File: config.mk
export PLATFORM = sky130hd
export DESIGN_NAME = fir_coef_streamer_flat
export DESIGN_NICKNAME = d
export VERILOG_FILES = /design/src/rtl/fir_coef_streamer_if.sv /design/src/rtl/fir_coef_streamer.sv /design/src/flat_wrapper.sv
export SDC_FILE = /design/constraint.sdc
export NUM_CORES = 1
export LEC_CHECK = 0
export BUFFER_PORTS_ARGS = -buffer_cell sky130_fd_sc_hd__buf_2
export CELL_PAD_IN_SITES_DETAIL_PLACEMENT = 1
export CELL_PAD_IN_SITES_GLOBAL_PLACEMENT = 1
export CORE_MARGIN = 2
export CORE_UTILIZATION = 47
export CTS_CLUSTER_DIAMETER = 60
export CTS_CLUSTER_SIZE = 14
export DETAILED_ROUTE_END_ITERATION = 16
export PLACE_DENSITY_LB_ADDON = 0.1
export SLEW_MARGIN = 10
export SYNTH_ARGS = -nofsm -noshare
export SYNTH_HDL_FRONTEND = slang
export SYNTH_SLANG_ARGS = --single-unit
File: constraint.sdc
create_clock -name clk -period 3.2 [get_ports clk]
set_clock_uncertainty 0.1 [all_clocks]
set_input_delay 0.96 -clock clk [delete_from_list [all_inputs] [get_ports clk]]
set_output_delay 0.96 -clock clk [all_outputs]
set_load 0.02 [all_outputs]
File: src/rtl/fir_coef_streamer_if.sv
// Coefficient bus between the streamer (master) and the FIR datapath receiver (slave).
// One coefficient per out_ing_valid pulse; out_valid frames the whole burst.
interface fir_coef_streamer_if #(
    parameter int CNT_W  = 6,
    parameter int COEF_W = 16
);
    logic                     out_valid;
    logic                     out_ing_valid;
    logic [CNT_W-1:0]         out_cnt;
    logic signed [COEF_W-1:0] fir_value;

    modport master (output out_valid, out_ing_valid, out_cnt, fir_value);
    modport slave  (input  out_valid, out_ing_valid, out_cnt, fir_value);
endinterface

File: src/rtl/fir_coef_streamer.sv
// Streams a host-loaded bank of TAPS_HALF signed coefficients onto the FIR coefficient bus.
// First pulse 2 cycles after start, then one every GAP+1 cycles; no backpressure, abort stops the burst.
module fir_coef_streamer #(
    parameter int TAPS_HALF = 32,
    parameter int CNT_W     = 6,
    parameter int COEF_W    = 16,
    parameter int GAP       = 3
) (
    input  logic                     clk,
    input  logic                     rst_n,
    input  logic                     wr_en,
    input  logic [CNT_W-1:0]         wr_addr,
    input  logic signed [COEF_W-1:0] wr_data,
    input  logic                     start,
    input  logic                     abort,
    fir_coef_streamer_if.master      coef,
    output logic                     busy,
    output logic                     done,
    output logic                     wr_err
);
    typedef enum logic [2:0] {S_IDLE, S_FETCH, S_SEND, S_GAP, S_DONE} state_t;

    localparam int                IDX_W    = (TAPS_HALF > 1) ? $clog2(TAPS_HALF) : 1;
    localparam logic [CNT_W-1:0]  LAST_IDX = CNT_W'(TAPS_HALF - 1);
    localparam logic [CNT_W:0]    TAPS_LIM = (CNT_W + 1)'(TAPS_HALF);
    localparam int                GAP_W    = (GAP > 1) ? $clog2(GAP) : 1;
    localparam logic [GAP_W-1:0]  GAP_LAST = GAP_W'((GAP > 0) ? GAP - 1 : 0);

    state_t                   state, state_nxt;
    logic [CNT_W-1:0]         idx, idx_nxt;
    logic [GAP_W-1:0]         gap_cnt, gap_cnt_nxt;
    logic                     load;
    logic                     wr_ok;
    logic signed [COEF_W-1:0] fir_q;
    logic signed [COEF_W-1:0] bank [TAPS_HALF];

    assign wr_ok = wr_en && (state == S_IDLE) && ({1'b0, wr_addr} < TAPS_LIM);

    always_ff @(posedge clk or negedge rst_n) begin
        if (!rst_n) begin
            for (int i = 0; i < TAPS_HALF; i++) begin
                bank[i] <= '0;
            end
        end else if (wr_ok) begin
            bank[wr_addr[IDX_W-1:0]] <= wr_data;
        end
    end

    // The next coefficient is fetched in the cycle before its pulse, so the
    // fetch overlaps SEND (GAP=0) or the last GAP cycle instead of adding one.
    always_comb begin
        state_nxt   = state;
        idx_nxt     = idx;
        gap_cnt_nxt = gap_cnt;
        load        = 1'b0;
        case (state)
            S_IDLE: begin
                if (start && !abort) begin
                    state_nxt = S_FETCH;
                    idx_nxt   = '0;
                end
            end
            S_FETCH: begin
                load      = 1'b1;
                state_nxt = S_SEND;
            end
            S_SEND: begin
                if (idx == LAST_IDX) begin
                    state_nxt = S_DONE;
                    idx_nxt   = '0;
                end else if (GAP == 0) begin
                    idx_nxt = idx + 1'b1;
                    load    = 1'b1;
                end else begin
                    state_nxt   = S_GAP;
                    gap_cnt_nxt = '0;
                end
            end
            S_GAP: begin
                if (gap_cnt == GAP_LAST) begin
                    state_nxt = S_SEND;
                    idx_nxt   = idx + 1'b1;
                    load      = 1'b1;
                end else begin
                    gap_cnt_nxt = gap_cnt + 1'b1;
                end
            end
            S_DONE: begin
                state_nxt = S_IDLE;
            end
            default: begin
                state_nxt = S_IDLE;
            end
        endcase
        if (abort && (state != S_IDLE)) begin
            state_nxt = S_IDLE;
            idx_nxt   = '0;
            load      = 1'b0;
        end
    end

    always_ff @(posedge clk or negedge rst_n) begin
        if (!rst_n) begin
            state   <= S_IDLE;
            idx     <= '0;
            gap_cnt <= '0;
            fir_q   <= '0;
            wr_err  <= 1'b0;
        end else begin
            state   <= state_nxt;
            idx     <= idx_nxt;
            gap_cnt <= gap_cnt_nxt;
            wr_err  <= wr_en && !wr_ok;
            if (load) begin
                fir_q <= bank[idx_nxt[IDX_W-1:0]];
            end
        end
    end

    assign coef.out_valid     = (state == S_SEND) || (state == S_GAP);
    assign coef.out_ing_valid = (state == S_SEND);
    assign coef.out_cnt       = coef.out_valid ? idx : '0;
    assign coef.fir_value     = fir_q;
    assign busy               = (state != S_IDLE);
    assign done               = (state == S_DONE);
endmodule

File: src/flat_wrapper.sv
// flat-port wrapper written by rule: the top's interface ports become plain ports
module fir_coef_streamer_flat 
#(
    parameter int TAPS_HALF = 32,
    parameter int CNT_W     = 6,
    parameter int COEF_W    = 16,
    parameter int GAP       = 3
)
  (clk, rst_n, wr_en, wr_addr, wr_data, start, abort, busy, done, wr_err, coef_out_valid, coef_out_ing_valid, coef_out_cnt, coef_fir_value);
  fir_coef_streamer_if #(.CNT_W(CNT_W), .COEF_W(COEF_W)) coef_i ();
  input  logic clk;
  input  logic rst_n;
  input  logic wr_en;
  input  logic [CNT_W-1:0] wr_addr;
  input  logic signed [COEF_W-1:0] wr_data;
  input  logic start;
  input  logic abort;
  output logic busy;
  output logic done;
  output logic wr_err;
  output wire logic [$bits(coef_i.out_valid)-1:0] coef_out_valid;
  output wire logic [$bits(coef_i.out_ing_valid)-1:0] coef_out_ing_valid;
  output wire logic [$bits(coef_i.out_cnt)-1:0] coef_out_cnt;
  output wire logic [$bits(coef_i.fir_value)-1:0] coef_fir_value;
  assign coef_out_valid = coef_i.out_valid;
  assign coef_out_ing_valid = coef_i.out_ing_valid;
  assign coef_out_cnt = coef_i.out_cnt;
  assign coef_fir_value = coef_i.fir_value;
  fir_coef_streamer #(.TAPS_HALF(TAPS_HALF), .CNT_W(CNT_W), .COEF_W(COEF_W), .GAP(GAP)) u_core (.clk(clk), .rst_n(rst_n), .wr_en(wr_en), .wr_addr(wr_addr), .wr_data(wr_data), .start(start), .abort(abort), .coef(coef_i), .busy(busy), .done(done), .wr_err(wr_err));
endmodule
==> metrics.md <==
| Metric | Value |
|---|---|
| I/O Buffers | 53 |
| First DRT Iteration DRCs | 2,671 |
| Root Buffer | clkbuf_16 |
| Hold crit path type | in -> async |
| # rows | 99 |
| Post-route ant nets | 0 |
| Register area | 13,500 um^2 |
| Yosys reg bits | 540 |
| Fmax | 0.306 GHz |
| Endpoints failing setup | 4 |
| Tmin final | 3.27 ns |
| Register-to-Register Path Depth | 12 |
| Placement Cell Area | 37,600 um^2 |
| Clock-pin slew of the registers on the worst-case setup and hold paths | 0.07 ns |
| Gpl congestion | 0.856 |
| CTS tree | built |
| Synth unique cells | 54 |
| Max IR drop VDD | 495 uV |
| Final Cell Area | 41,500 um^2 |
| Syn Inst Count | 3,779 |
| Num CTS Buffers | 56 |
| I/O Pins | 54 |
| Fin. Hold Viols | 0 |
| Syn-to-layout area delta | 20.5% |
| Final setup TNS | -0.108 ns |
| CP Depth | 12 |
| Die H | 275 um |
| Most frequent cells in the layout | nand2_1 (537), dfrtp_1 (537), mux2_2 (482), o221ai_1 (247), nand3_1 (232) |
| Max Slew Vio Count | 0 |
| Bufs and invs on worst path | 3 |
| Crit path largest cell delay | 0.43 ns |
| Critical path peak fanout | 5 |
| Status | complete, but fails checks |
| Largest net degree at the start of global routing | 229 |
| GRT Util Overall | 35.6% |
| Initial antenna violation count | 1 |
| Worst-skew pair later-pin latency | 0.65 ns |
| Min setup slack post-route | -0.0662 ns |
| Crit path cell chain | ha_2, and3b_2, a211o_4, buf_12, buf_4, or3_1, a21oi_2, nor3_2, o32ai_2, buf_4, nor3_4, a41o_1 |
| Via count | 32,700 |
| Multi-input logic area | 20,400 um^2 |
| Largest delay share family, worst path | compound AO/OA/AOI/OAI gates |
| Die width | 275 um |
| Cell repeated most along the worst path | buf_4 |
| Htree depth | 2 |
| Synth warn | 0 |
| Failing checks | negative setup slack |
| Slew @ Worst Pin | 1.29 ns |
| Share of layout cells above drive strength 1 | 31.2% |
| Filler Cell Count | 7,920 |
| Vias in the first global route | 34,600 |
| Syn Nets | 3,808 |
| Cell Area, Synth | 34,400 um^2 |
| P per Cell Area | 546 nW/um^2 |
| Async S/R FF share, synth | 100% |
| Vias/cell | 6.76 |
| Grt ovf | 0 |
| Die area | 75,500 um^2 |
| Initial Util | 47.4% |
| Layout Utilization | 57.1% |
| Maximum clock path buffer count | 3 |
| Routed wire per std cell | 28.9 um |
| Relative slew margins | 14.3% |
| Data arrival, critical path | 3.69 ns |
| RSZ-0062 raised after global routing | true |
| Sequential share of the synthesized area | 39.2% |
| Total wire length | 140,000 um |
| Post-Place Setup Slack | -1.05 ns |
| First-pass GRT wire length | 209,000 um |
| Endpoint class of the critical path | flip-flop |
| Drt pass-1 iters | 5 |
| Mean Syn Cell Area | 9.12 um^2 |
| Clk sink count | 540 |
| Post-synth EDFFs | 0 |
| Core box area | 72,700 um^2 |
| Critical path data required time | 3.62 ns |
| Remaining DRCs | 0 |
| Nets | 3,868 |
| Pleak | 17.1 nW |
| Fin crit share | 102% |
| Crit-path slowest cell | a211o_4 |
| Most used flip-flop cell after synthesis | dfrtp_1 |
| WS Path Type | reg -> reg |
| Maxcap violations | 0 |
| Detailed Place HPWL | 82,900 um |
| Critical path launch point type | flip-flop |
through the flow:
| stage | power (mW) | hold slack, ns | instances |
|---|---|---|---|
| 2_1_floorplan | 12.4 | 0.366 | 3779 |
| 3_3_place_gp | 14.6 | 0.385 | 4700 |
| 3_5_place_dp | 15.0 | 0.411 | 4700 |
| 4_1_cts | 22.1 | 0.153 | 4820 |
| 5_1_grt | 23.6 | 0.172 | 4841 |
| 6_report | 22.7 | 0.154 | 4842 |
cell usage after synthesis (27+ instances only):
cell type | instances | area share [%]
mux2i_1 | 80 | 2.3
mux2_2 | 482 | 16
mux2_4 | 30 | 1.3
o21ai_0 | 126 | 1.8
a2bb2oi_1 | 32 | 0.81
or3_1 | 225 | 4.1
clkbuf_1 | 303 | 3.3
nor3_1 | 148 | 2.2
inv_1 | 36 | 0.39
o221ai_1 | 257 | 6.5
and2_1 | 27 | 0.49
dfrtp_1 | 540 | 39
nand2b_1 | 226 | 4.1
a22oi_1 | 33 | 0.72
nand2_1 | 538 | 5.9
buf_2 | 42 | 0.61
nand3_1 | 234 | 3.4
a21oi_1 | 261 | 3.8
kinds of logic (layout without fill, tap and decap cells):
group           after synthesis  in the layout  share of synthesized area, %
simple gates               1456           1457                          21.2
compound gates              762            762                          15.0
mux                         592            592                          19.4
flops                       540            540                          39.2
buf+inv                     427            529                          5.10
fa+ha+maj                     2              2                        0.0726
other cells                   0              1                             0
registers in the layout, indices dropped and copies added (netlist names):
signal and cells:
u_core.bank 512, u_core.coef.fir_value 16, u_core.idx 6, u_core.state 3, u_core.gap_cnt 2, u_core.wr_err 1
report_power, final:
group,switching (mW),internal [mW],leakage (nW)
logic,3.93,3.40,8.96
registers,0.915,7.64,7.29
clock network,3.12,3.67,0.896
worst paths after layout:
kind,start,to,slack [ns]
worst max-delay path,u_core.idx[1],u_core.coef.fir_value[7],-0.07
worst min-delay path,rst_n,u_core.bank[2],0.15
worst max register to register,u_core.idx[1],u_core.coef.fir_value[7],-0.07
worst min register to register,u_core.gap_cnt[0],u_core.gap_cnt[0],0.45
max in group asynchronous,rst_n,u_core.coef.fir_value[10],1.89
min in group clk,wr_en,u_core.wr_err,0.45
cell type report:
| class | count | area share [%] |
|---|---|---|
| clock buffers | 71 | 3.78 |
| repair buffers | 389 | 10.5 |
| clock inverters | 30 | 0.672 |
| well taps | 959 | 2.89 |
| multi-input cells | 2813 | 49.2 |
| diodes | 1 | 0.00603 |
| flip-flops and latches | 540 | 32.6 |
| inverters | 39 | 0.371 |
timing repair:
| action | in CTS | in global routing |
|---|---|---|
| buffers inserted | 16 | 20 |
| gates cloned | 9 | 7 |
| pin swaps | 38 | 87 |
| hold buffers | 0 | 0 |
| resized for setup | 99 | 196 |
| setup endpoints to repair | 16 | 16 |
routing by layer:
layer | GRT usage (%) | vias to the layer above | wire length [um]
met3 | 4.31 | 375 | 8400
met2 | 59.3 | 1310 | 67100
met1 | 46.1 | 17100 | 57000
li1 | - | 13900 | -
met4 | 17.5 | 2 | 7280
met5 | 0 | - | 16
Note: power is estimated with default switching activity, not from simulation.
